===== config.mk =====
export PLATFORM = sky130hd
export DESIGN_NAME = pkt_test_sequencer
export DESIGN_NICKNAME = d
export VERILOG_FILES = /design/src/rtl/pkt_test_sequencer_pkg.sv /design/src/rtl/pkt_test_sequencer_rsp.sv /design/src/rtl/pkt_test_sequencer.sv
export SDC_FILE = /design/constraint.sdc
export NUM_CORES = 1
export LEC_CHECK = 0
export ABC_AREA = 1
export BUFFER_PORTS_ARGS = -buffer_cell sky130_fd_sc_hd__clkbuf_2
export CAP_MARGIN = 20
export CORE_UTILIZATION = 51
export DETAILED_ROUTE_END_ITERATION = 6
export PLACE_DENSITY = 0.76
export SLEW_MARGIN = 20
export SYNTH_ARGS = -nofsm -noshare
export SYNTH_HDL_FRONTEND = slang
export SYNTH_SLANG_ARGS = --single-unit

===== constraint.sdc =====
create_clock -name clk -period 1.7 [get_ports clk]
set_clock_uncertainty 0.1 [all_clocks]
set_input_delay 0.34 -clock clk [delete_from_list [all_inputs] [get_ports clk]]
set_output_delay 0.34 -clock clk [all_outputs]
set_load 0.005 [all_outputs]

===== src/rtl/pkt_test_sequencer_pkg.sv =====
// Shared types and constants for the packet test sequencer and its response tracker.
package pkt_test_sequencer_pkg;

    localparam int MAX_PKT_DEF = 256;
    localparam int ERR_SAT     = 511;
    localparam int CNT_W       = 9;

    typedef logic [CNT_W-1:0] cnt_t;

    typedef enum logic [2:0] {
        S_IDLE   = 3'd0,
        S_LOAD   = 3'd1,
        S_ISSUE  = 3'd2,
        S_DRAIN  = 3'd3,
        S_REPORT = 3'd4,
        S_DONE   = 3'd5
    } state_e;

    function automatic cnt_t clamp_cnt(input cnt_t n, input cnt_t limit);
        return (n > limit) ? limit : n;
    endfunction

    function automatic cnt_t sat_inc(input cnt_t v);
        return (v >= cnt_t'(ERR_SAT)) ? v : v + 1'b1;
    endfunction

endpackage


===== src/rtl/pkt_test_sequencer_rsp.sv =====
// Response and error bookkeeping for one test: counts completions up to n and
// scores error completions and surplus completions as errors.
module pkt_rsp_tracker
    import pkt_test_sequencer_pkg::*;
(
    input  logic clk,
    input  logic rst,
    input  logic clear,
    input  logic rsp_valid,
    input  logic rsp_err,
    input  cnt_t n,
    input  logic count_en,
    output cnt_t rsp_cnt,
    output cnt_t err_cnt,
    output logic all_rsp
);

    logic rsp_fire;
    logic spurious;
    logic err_hit;

    assign rsp_fire = count_en & rsp_valid;
    assign all_rsp  = (rsp_cnt == n);
    // A completion beyond the n expected is still one error, even if it also flags rsp_err.
    assign spurious = rsp_fire & all_rsp;
    assign err_hit  = spurious | (rsp_fire & rsp_err);

    always_ff @(posedge clk) begin
        if (rst || clear) begin
            rsp_cnt <= '0;
            err_cnt <= '0;
        end else begin
            if (rsp_fire && !all_rsp) begin
                rsp_cnt <= rsp_cnt + 1'b1;
            end
            if (err_hit) begin
                err_cnt <= sat_inc(err_cnt);
            end
        end
    end

endmodule


===== src/rtl/pkt_test_sequencer.sv =====
// Runs NUM_TESTS packet tests back to back: fetch a count, issue that many
// packets, wait for every completion, then report the error tally.
//
// state  | meaning
// IDLE   | after reset, waiting for start_i
// LOAD   | request and latch the packet count for the next test
// ISSUE  | present packets 0..n-1 with valid/ready handshake
// DRAIN  | all packets issued, waiting for the remaining completions
// REPORT | one-cycle test_done_o pulse with the error count
// DONE   | run finished, results held until start_i
module pkt_test_sequencer
    import pkt_test_sequencer_pkg::*;
#(
    parameter int NUM_TESTS = 3,
    parameter int MAX_PKT   = MAX_PKT_DEF,
    parameter int ID_W      = 8
) (
    input  logic            clk,
    input  logic            rst,
    input  logic            start_i,
    input  logic [8:0]      n_pkt_i,
    output logic            n_pkt_req_o,
    output logic            pkt_valid_o,
    input  logic            pkt_ready_i,
    output logic [ID_W-1:0] pkt_id_o,
    input  logic            rsp_valid_i,
    input  logic            rsp_err_i,
    output logic [7:0]      test_num_o,
    output logic            test_done_o,
    output logic [8:0]      test_err_cnt_o,
    output logic            busy_o,
    output logic            all_done_o
);

    localparam logic [2:0] ST_IDLE   = S_IDLE;
    localparam logic [2:0] ST_LOAD   = S_LOAD;
    localparam logic [2:0] ST_ISSUE  = S_ISSUE;
    localparam logic [2:0] ST_DRAIN  = S_DRAIN;
    localparam logic [2:0] ST_REPORT = S_REPORT;
    localparam logic [2:0] ST_DONE   = S_DONE;

    logic [2:0] state;
    logic [2:0] state_nxt;
    cnt_t       n_lat;
    cnt_t       iss_cnt;
    cnt_t       n_clamped;
    cnt_t       rsp_cnt;
    cnt_t       err_cnt;
    logic       all_rsp;
    logic       hs;
    logic       last_hs;
    logic       drain_exit;
    logic       idle_like;

    assign idle_like = (state == ST_IDLE) || (state == ST_DONE);
    assign n_clamped = clamp_cnt(n_pkt_i, cnt_t'(MAX_PKT));
    assign hs        = pkt_valid_o & pkt_ready_i;
    assign last_hs   = hs && ((iss_cnt + 1'b1) == n_lat);
    // Every issued packet answered; on entry with all completions in, this holds immediately.
    assign drain_exit = all_rsp && (rsp_cnt == iss_cnt);

    always_comb begin
        state_nxt = state;
        case (state)
            ST_IDLE, ST_DONE: if (start_i) state_nxt = ST_LOAD;
            ST_LOAD:   state_nxt = (n_clamped == '0) ? ST_REPORT : ST_ISSUE;
            ST_ISSUE:  if (last_hs) state_nxt = ST_DRAIN;
            ST_DRAIN:  if (drain_exit) state_nxt = ST_REPORT;
            ST_REPORT: state_nxt = (test_num_o == 8'(NUM_TESTS)) ? ST_DONE : ST_LOAD;
            default:   state_nxt = ST_IDLE;
        endcase
    end

    always_ff @(posedge clk) begin
        if (rst) begin
            state      <= ST_IDLE;
            test_num_o <= '0;
            n_lat      <= '0;
            iss_cnt    <= '0;
        end else begin
            state <= state_nxt;
            if (idle_like && start_i) begin
                test_num_o <= '0;
            end
            if (state == ST_LOAD) begin
                test_num_o <= test_num_o + 1'b1;
                n_lat      <= n_clamped;
                iss_cnt    <= '0;
            end
            if (hs) begin
                iss_cnt <= iss_cnt + 1'b1;
            end
        end
    end

    pkt_rsp_tracker u_rsp (
        .clk       (clk),
        .rst       (rst),
        .clear     (state == ST_LOAD),
        .rsp_valid (rsp_valid_i),
        .rsp_err   (rsp_err_i),
        .n         (n_lat),
        .count_en  ((state == ST_ISSUE) || (state == ST_DRAIN)),
        .rsp_cnt   (rsp_cnt),
        .err_cnt   (err_cnt),
        .all_rsp   (all_rsp)
    );

    assign n_pkt_req_o    = (state == ST_LOAD);
    assign pkt_valid_o    = (state == ST_ISSUE);
    assign pkt_id_o       = pkt_valid_o ? ID_W'(iss_cnt) : '0;
    assign test_done_o    = (state == ST_REPORT);
    assign test_err_cnt_o = err_cnt;
    assign busy_o         = !idle_like;
    assign all_done_o     = (state == ST_DONE);

endmodule


### Word level (Yosys, flattened, before mapping)

Index checks and enable logic that the tools add are counted.
W data, S select, Z words.

| storage, ports and cells | value |
|---|---|
| output and inout bits | 30 |
| bits in writable memories | 0 |
| bits in latches | 0 |
| register bits | 47 |
| memories kept | 0 |
| word-level logic and storage cells | 58 |
| bits in read-only memories | 0 |

| operators by class | value |
|---|---|
| add/subtract/negate cells | 4 |
| shift-type cells | 0 |
| reductions and logical operators | 16 |
| magnitude comparators | 2 |
| multiplexer cells | 12 |
| multiply operators | 0 |
| div/mod/pow operators | 0 |
| bitwise logic cells | 6 |
| equality and inequality tests | 12 |

Operators with widths:

| operator | count |
|---|---|
| $add A9 B1 Y9 const B | 3 |
| $eq A9 B9 Y1 | 3 |
| $mux W9 | 3 |
| $mux W8 | 3 |
| $mux W3 | 5 |
| $pmux W3 S5 | 1 |
| $ge A9 B9 Y1 const B | 1 |
| $gt A9 B9 Y1 const B | 1 |
| $logic_not A9 Y1 | 1 |
| $add A8 B1 Y8 const B | 1 |
| $eq A8 B2 Y1 const B | 1 |
| $eq A3 B2 Y1 const B | 2 |
| $eq A3 B3 Y1 const B | 2 |
| $and A1 B1 Y1 | 4 |
| $logic_and A1 B1 Y1 | 4 |
| $ne A2 B2 Y1 const B | 2 |
| $reduce_bool A2 Y1 | 2 |
| $eq A3 B1 Y1 const B | 1 |
| $logic_not A3 Y1 | 1 |
| $logic_or A1 B1 Y1 | 3 |
| $reduce_and A3 Y1 | 1 |
| $logic_not A1 Y1 | 2 |
| $ne A2 B1 Y1 const B | 1 |
| $reduce_and A2 Y1 | 1 |
| 3 further kinds | 3 |

### Logic depth before layout (Yosys ltp)

Gate-level depths: netlist (run 1).

| depth | value |
|---|---|
| depth after elaboration | 6 |
| depth in mapped cells | 14 |
| gate-level depth less buffers | 14 |

### By module

A second synthesis (run 1) with hierarchy kept.

| second synthesis, totals | value |
|---|---|
| cells, all modules | 470 |
| area total of the unflattened synthesis | 3012.9 µm² |

Modules (own cells, without submodules):

| module | area each (µm²) | cells an instance | times used | sequential area each (µm²) |
|---|---|---|---|---|
| pkt_test_sequencer | 1919.3 | 310 | 1 | 580.6 |
| pkt_rsp_tracker | 1093.5 | 160 | 1 | 360.3 |

### Least setup slack after synthesis (run 1)

OpenSTA, ideal clock, no wires.

| timing path | value |
|---|---|
| kind | reg2reg |
| start | reg u_rsp.err_cnt[0] |
| end | reg u_rsp.err_cnt[0] |
| data required time | 1.472 ns |
| path buffers | 1 |
| clock period less this slack | 1.766 ns |
| cell stages (with the launch flop) | 10 |
| path slack | -0.066 ns |
| data arrival time | 1.539 ns |
| cell sequence | dfxtp_1 ha_1 nand2_1 nor4b_1 ha_1 nor3_1 o21ai_2 buf_4 xor2_1 nor2_1 |

| between the ends | value |
|---|---|
| word-level cells in the longest chain between the ends | 3 |
| elaborated cells on any way between the ends | 4 |
| those cells by class | 1 x add/sub; 1 x order compare; 1 x bitwise; 1 x reduce/logical |

Ends and longest elaborated chain:

| item | line | RTL |
|---|---|---|
| from (decl) | pkt_test_sequencer_rsp.sv:14 | `output cnt_t err_cnt,` |
| from (signal assigned) | pkt_test_sequencer_rsp.sv:37 | `err_cnt <= sat_inc(err_cnt);` |
| $ge A9 B9 Y1 | pkt_test_sequencer_pkg.sv:24 | `return (v >= cnt_t'(ERR_SAT)) ? v : v + 1'b1;` |
| $not A1 Y1 (no line) | n/a |  |
| $reduce_and A2 Y1 (no line) | n/a |  |

Several ways; a longest one is shown, not always the timed one.
A chain may end at the register's enable or synchronous reset.

### Final worst setup path (run 1)

| timing path | value |
|---|---|
| start | reg state[2] |
| end | out pkt_id_o[1] |

| between the ends | value |
|---|---|
| word-level cells in the longest chain between the ends | 2 |

Ends and longest elaborated chain:

| item | line | RTL |
|---|---|---|
| from (decl) | pkt_test_sequencer.sv:42 | `logic [2:0] state;` |
| from (signal assigned) | pkt_test_sequencer.sv:81 | `state <= state_nxt;` |
| $eq A3 B2 Y1 | pkt_test_sequencer.sv:110 | `assign pkt_valid_o = (state == ST_ISSUE);` |
| $mux W8 | pkt_test_sequencer.sv:111 | `assign pkt_id_o = pkt_valid_o ? ID_W'(iss_cnt) : '0;` |
| to (decl) | pkt_test_sequencer.sv:25 | `output logic [ID_W-1:0] pkt_id_o,` |

Every way passes these cells.

==> results.txt, run 1 <==
----------------------------------------------------
[Layout]
  Most common library cell in the layout ignoring fill and taps ... nand2_1
  Number of antenna cells inserted ... 0
  Leading cell types in the layout, fill and taps excluded ... 75 x nand2_1, 46 x inv_1, 44 x clkbuf_2, 39 x buf_4, 29 x a21oi_1
  Sequential cell area in the final layout ... 980.9 um2
  Area used by multi-input combinational logic ... 0.001931 mm2
  Area grow syn2layout ... 37.25%
  Proportion of layout cells with a drive suffix above 1 ... 40.12%
  Number of standard cells in the layout, taps in and fillers out ... 576
  Fill count ... 377
  Nets@finish ... 527

[Clocking]
  Hold Buf Count CTS ... 0
  TritonCTS clock tree ... yes
  Num CTS Buffers ... 5
  Clock root buffer ... clkbuf_8
  Maximum number of buffers from clock root to sink ... 2
  Worst-path clk slew ... 0.09 ns
  CTS sink cnt ... 47
  Htree depth ... 2
  Clock latency on the worst-skew pair ... 0.30 ns

[Global route]
  Leftover overflow at the end of global routing ... 0
  Largest net degree at the start of global routing ... 13
  Antenna violations before repair ... 0
  Vias in the first global route ... 2807
  First-pass GRT wire length ... 12.48 mm
  Overall Global Routing Usage ... 26.55%

[Worst setup path]
  Arrival time of data at the critical path endpoint ... 1.33 ns
  R2R setup slack ... -0.07 ns
  CP Max Fanout ... 8
  Worst Reg2Reg Path Length in Cells ... 11
  WS Path Type ... register to output pin
  Critical Path RT ... 1.26 ns
  Launch point of the worst reg-to-reg path ... u_rsp.err_cnt[0]
  Terminus of the critical flop-to-flop path ... u_rsp.err_cnt[2]
  Kind of start point of the critical path ... register
  Nature of the critical path endpoint ... output pin

[Worst hold path]
  Source of the worst hold timing path ... n_pkt_i[8]
  Path type of the worst min-delay path ... input pin to register
  Cell count of the worst hold path ... 3
  Worst Hold Path EP ... n_lat[8]

[Run status]
  Violations in the final reports ... setup timing
  Result of the run ... complete, but fails checks

[Yosys]
  Netlist cell types ... 39
  Number of synthesized register bits ... 47
  Share of the yosys chip area belonging to registers ... 33.19%
  Gate Count Post-Synth ... 418
  Top_reg_cell synth ... dfxtp_1
  Syn avg cell area ... 6.783 um2
  Number of warnings issued by yosys ... 0
  Nets in the synthesized netlist ... 438
  Async set-or-reset flop fraction in the synthesized netlist ... 0%
  Post-Synthesis Cell Area ... 0.002835 mm2
  Post-synth EDFFs ... 0

[Drt]
  Remaining antenna violation count after routing ... 0
  DR WL/cell ... 14.90 um
  1st-pass router iterations ... 5
  Via density per instance ... 5.519
  Vias after detailed routing ... 3179
  Routed wire length ... 8.582 mm
  Count of routing violations after the opening detailed-route iteration ... 197
  DRC errors left ... 0

[STA]
  Max transition margin ... 59.23%
  Unrepaired setup endpoints after global routing ... yes
  Number of failing hold endpoints at the final stage ... 0
  Final Slew Violations ... 0
  Fraction of the cycle the final worst path needs ... 104.4%
  Minimum clock period after layout ... 1.774 ns
  Worst setup margin ... -0.07426 ns
  Worst-margin pin slew ... 0.6051 ns
  Finish-stage setup viols ... 18
  Fmax ... 0.5636 GHz

[Power]
  Power density over the cells ... 941.6 mW/mm2
  Maximum VDD drop ... 0.7151 mV
  Leakage power ... 1.658 nW
  Power consumption ... 3.664 mW

[Place]
  DP Cell Count ... 559
  Hpwl dp ... 5.713 mm
  Port Buf Inserts ... 44
  Global placement routability congestion ... 0.9295
  Setup WS pre-CTS ... -0.1192 ns

[Floorplan]
  Die area ... 0.005861 mm2
  Core footprint ... 0.005238 mm2
  Number of core rows ... 26
  Starting density of the core ... 54.13%
  Die Span X ... 76.56 um
  Number of top-level pins ... 45
  Floorplan die height ... 76.56 um

[Job]
  Max-capacitance violation count ... 0

----------------------------------------------------
## state kept, by name, indices dropped and copies added (netlist names)
signal,cells
u_rsp.rsp_cnt,9
test_num_o,8
state,3
iss_cnt,9
n_lat,9
u_rsp.err_cnt,9
## critical path, stage by stage, from the launching register on
cell      delay (ns)
dfxtp_4         0.36
nor2_4          0.13
inv_2           0.06
nor2_4          0.14
inv_4           0.09
nor2_2          0.13
clkbuf_2        0.12
## worst max-delay path by stage
stage | start | end | slack (ns)
after floorplan | u_rsp.err_cnt[1] | u_rsp.err_cnt[0] | 0.006
after global placement | u_rsp.err_cnt[1] | u_rsp.err_cnt[1] | -0.05
after detailed placement | u_rsp.err_cnt[0] | u_rsp.err_cnt[3] | -0.12
after CTS | u_rsp.err_cnt[0] | u_rsp.err_cnt[0] | -0.06
after global routing | iss_cnt[0] | state[2] | -0.14
final | state[2] | pkt_id_o[1] | -0.07
## metal layers
| metal | track usage, % | wire length [um] | vias up |
|---|---|---|---|
| li1 | - | - | 1543 |
| met1 | 33.41 | 3637 | 1501 |
| met2 | 44.68 | 4262 | 112 |
| met3 | 4.192 | 467 | 23 |
| met4 | 11.54 | 214 | 0 |
| met5 | 0 | 0 | - |
## synth_stat cells (all sizes together), types with 2 or more instances
library cell	instances	share of area (%)
o21ai	28	5.1
nand3	38	7.2
nor2	47	8.4
a311oi	2	0.62
nand4	7	1.5
dfxtp	47	33
a21oi	35	6.6
nor3	9	1.6
o22ai	4	0.88
buf	4	1.2
clkbuf	3	0.40
ha	5	2.2
xnor2	11	3.4
nor4	3	0.88
nand2	97	13
inv	58	7.7
xor2	10	3.1
## metrics by stage
stage | utilization (%) | TNS [ns] | hold slack [ns] | cell area [um2]
after CTS | 69.11 | -0.2169 | 0.1710 | 3620
after floorplan | - | 0 | 0.3527 | 2851
final | 74.30 | -0.5031 | 0.1782 | 3891
after detailed placement | 64.24 | -0.7402 | 0.3748 | 3364
after global routing | 74.30 | -1.988 | 0.1788 | 3891
after global placement | 64.24 | -0.3224 | 0.3705 | 3364
## power by group
| part | internal [mW] | switching (mW) | total, mW |
|---|---|---|---|
| clock network | 0.276 | 0.377 | 0.653 |
| registers | 1.21 | 0.136 | 1.35 |
| logic | 0.650 | 1.01 | 1.66 |
| total | 2.14 | 1.53 | 3.66 |
## timing repair
item / CTS / global route
pin swaps: 16 / 20
resized for setup: 38 / 72
endpoints found under the hold margin: 0 / 0
buffers inserted: 8 / 3
setup endpoints to repair: 21 / 35
## cells by family after synthesis
logic type	Yosys count	synth area share [%]
xor+xnor	21	6.487
fa+ha+maj	5	2.207
flops	47	33.19
simple gates	203	33.58
compound gates	76	15.09
buf+inv	66	9.444
## cell type report
type                            instances  share of cell area, %
Inverter                               59                  6.141
Timing Repair Buffer                   89                  14.92
Sequential cell                        47                  25.21
Clock buffer                            6                  1.865
Tap cell                               70                  2.251
Multi-Input combinational cell        305                  49.61
(Power assumes the default switching activity.)
==> inputs of run 2 (changes only) <==
==> constraint.sdc (replaced) <==
create_clock -name clk -period 1.5 [get_ports clk]
set_clock_uncertainty 0.1 [all_clocks]
set_input_delay 0.3 -clock clk [delete_from_list [all_inputs] [get_ports clk]]
set_output_delay 0.3 -clock clk [all_outputs]
set_load 0.005 [all_outputs]
==> run 2 against run 1 <==
Net effect:
- the run ends with DRC, setup timing left
- via count rose by 24%
- critical path depth rose by 2
- sequential share of layout area fell by 3.4 points
- clock power rose by 28%
- worst setup slack got worse by 0.42 ns
- clock-buffer cell count fell by 1
- register-to-register slack got worse by 0.42 ns
- critical endpoint is now u_rsp.err_cnt[3]
- largest cell class unchanged
- sequential power rose by 17%
- final cell count rose by 10%
- first-iteration DRC count rose to 2.9 times the previous value
==> results.txt, run 2 (same netlist as run 1, synthesis figures left out) <==
----------------------------------------------------
[STA]
  Worst setup margin ... -0.4968 ns (-0.4225 ns)
  Fmax ... 0.5008 GHz
  Number of failing hold endpoints at the final stage ... 0 (unchanged)
  Fraction of the cycle the final worst path needs ... 133.1%
  Minimum clock period after layout ... 1.997 ns
  Finish-stage setup viols ... 50 (+32)
  Unrepaired setup endpoints after global routing ... yes
  Total Negative Setup Slacks ... -9.986 ns (-9.482 ns)
  Max transition margin ... 71.38% (+12 points)
  Worst hold-check slack ... 0.1375 ns (-0.04066 ns)
  Worst-margin pin slew ... 0.4254 ns (-0.1798 ns)
  Final Slew Violations ... 0 (unchanged)

[Worst setup path]
  Launching instance or port of the critical path ... u_rsp.err_cnt[3]
  Worst path top cell family by delay ... simple AND/OR/NAND/NOR gates
  WS Path Type ... register to register
  Slowest Stage Delay on Critical Path ... 0.45 ns (+0.09 ns)
  WP depth ... 8 (+2)
  Kind of start point of the critical path ... register
  Worst Reg2Reg Path Length in Cells ... 8 (-3)
  Critical Path RT ... 1.63 ns (+0.37 ns)
  Sum of buffers and inverters on the critical path ... 1 (-2)
  Cells along the critical path ... nand2_2 -> nor4b_4 -> ha_2 -> nor3_2 -> o21ai_2 -> buf_4 -> nand2_1 -> a21oi_2
  CP Max Fanout ... 5 (-3)
  Arrival time of data at the critical path endpoint ... 2.12 ns (+0.79 ns)
  Nature of the critical path endpoint ... register
  Launch point of the worst reg-to-reg path ... u_rsp.err_cnt[3]
  Critical-path cell with the highest stage delay ... dfxtp_1

[Clocking]
  Clock latency on the worst-skew pair ... 0.32 ns (+0.02 ns)
  TritonCTS clock tree ... yes
  CTS sink cnt ... 47 (unchanged)
  Htree depth ... 2 (unchanged)
  Maximum number of buffers from clock root to sink ... 2 (unchanged)
  Worst-path clk slew ... 0.10 ns (about the same)
  Clock root buffer ... clkbuf_8
  Num CTS Buffers ... 5 (unchanged)

[Power]
  Switching pwr ... 2.257 mW (+48%)
  Leakage power ... 1.938 nW (+17%)
  Power Internal ... 2.852 mW (+33%)
  Register share of total power ... 30.9% (-5.9 points)
  Power density over the cells ... 1116 mW/mm2 (+19%)
  Gate power share ... 52.8% (+7.4 points)
  Part of the power in the clock network ... 16.3% (-1.5 points)
  Maximum VDD drop ... 0.8566 mV (+20%)
  Net switching share of the total power ... 44.18% (+2.5 points)

[Floorplan]
  Number of top-level pins ... 45 (unchanged)
  Starting density of the core ... 54.13% (unchanged)
  Core footprint ... 0.005238 mm2 (unchanged)
  Number of core rows ... 26 (unchanged)
  Die area ... 0.005861 mm2 (unchanged)
  Die Span X ... 76.56 um (unchanged)
  Floorplan die height ... 76.56 um (unchanged)

[Drt]
  Via density per instance ... 6.205 (+12%)
  Top layer in use ... met4
  Vias after detailed routing ... 3934 (+24%)
  1st-pass router iterations ... 7 (+2)
  DR WL/cell ... 20.29 um (+36%)
  Routed wire length ... 12.87 mm (+50%)
  Length of routed met3 wiring ... 1.297 mm (+180%)
  Detailed-routing wirelength on met1 ... 4.413 mm (+21%)
  Remaining antenna violation count after routing ... 0 (unchanged)
  Count of routing violations after the opening detailed-route iteration ... 570 (+190%)
  DRC errors left ... 31 (+31)
  Sum of met2 wire segment lengths after detailed routing ... 6.030 mm (+41%)

[Layout]
  Fill count ... 252 (-33%)
  Most common library cell in the layout ignoring fill and taps ... buf_4
  Nets@finish ... 583 (+11%)
  Proportion of layout cells with a drive suffix above 1 ... 54.79% (+15 points)
  Final standard cell area without fillers ... 0.004577 mm2 (+18%)
  Number of antenna cells inserted ... 0 (unchanged)
  Post-layout util ... 87.39% (+13 points)
  Leading cell types in the layout, fill and taps excluded ... 81 x buf_4, 63 x nand2_1, 42 x inv_1, 41 x clkbuf_2
  Number of standard cells in the layout, taps in and fillers out ... 634 (+10%)
  Area grow syn2layout ... 61.43%

[Job]
  Max-capacitance violation count ... 0 (unchanged)

[Place]
  Global placement routability congestion ... 0.9276 (-0.20%)
  DP Cell Count ... 603 (+7.9%)
  Port Buf Inserts ... 44 (unchanged)
  Hpwl dp ... 6.327 mm (+11%)
  Post-DP Area ... 0.003752 mm2 (+12%)

[Global route]
  Leftover overflow at the end of global routing ... 0 (unchanged)
  Overall Global Routing Usage ... 35.81% (+9.3 points)
  Antenna violations before repair ... 0 (unchanged)
  First-pass GRT wire length ... 16.48 mm (+32%)
  Vias in the first global route ... 3523 (+26%)
  Largest net degree at the start of global routing ... 16 (+3)

[Run status]
  Result of the run ... complete, but fails checks
  Violations in the final reports ... DRC, setup timing

[Worst hold path]
  Path type of the worst min-delay path ... input pin to register
  Source of the worst hold timing path ... n_pkt_i[4]
  Cell count of the worst hold path ... 3 (unchanged)

----------------------------------------------------
## run 2: path summary, 6_finish.rpt
path                                          to  slack [ns]
worst min-delay path                    n_lat[4]        0.14
worst min register to register        iss_cnt[6]        0.44
worst max-delay path            u_rsp.err_cnt[3]       -0.50
worst max register to register  u_rsp.err_cnt[3]       -0.50
## run 2: metrics by stage
step | setup WS (ns) | total power [mW]
4_1_cts | -0.2146 | 4.391
2_1_floorplan | -0.1542 | 2.450
3_3_place_gp | -0.2511 | 3.082
3_5_place_dp | -0.2471 | 3.129
5_1_grt | -0.5238 | 5.254
6_report | -0.4968 | 5.109
## run 2: layout make-up
class | count | area (um2) | area share (%)
Clock inverter | 3 | 20.02 | 0.4374
Sequential cell | 47 | 999.7 | 21.84
Timing Repair Buffer | 144 | 1061 | 23.18
Tap cell | 70 | 87.58 | 1.914
Multi-Input combinational cell | 305 | 2077 | 45.38
Timing Repair inverter | 1 | 5.005 | 0.1093
Inverter | 59 | 257.7 | 5.631
Clock buffer | 5 | 68.82 | 1.504
## run 2: per-layer routing
layer	vias up	GRT usage (%)
met1	1807	40.70
met4	0	20.96
met5	-	0
met2	320	60.90
li1	1660	-
met3	147	8.503
## run 2: repair_timing
item	CTS	global route
endpoints found under the setup margin	46	59
cloned	0	1
resized for setup	77	103
hold buffers	0	0
pin swaps	27	25
buffers inserted	14	9
## run 2: power by group through the flow
stage,clock network (mW),logic (mW),registers (mW)
after floorplan,0,0.930,1.52
after global placement,0,1.55,1.53
after detailed placement,0,1.59,1.54
after CTS,0.809,2.04,1.54
after global routing,0.872,2.80,1.58
final,0.835,2.70,1.58
## run 2: worst register-to-register path, cell delays in order, from the launching register on
cell	delay (ns)
dfxtp_1	0.45
nand2_2	0.16
nor4b_4	0.29
ha_2	0.22
nor3_2	0.04
o21ai_2	0.14
buf_4	0.19
nand2_1	0.06
a21oi_2	0.26
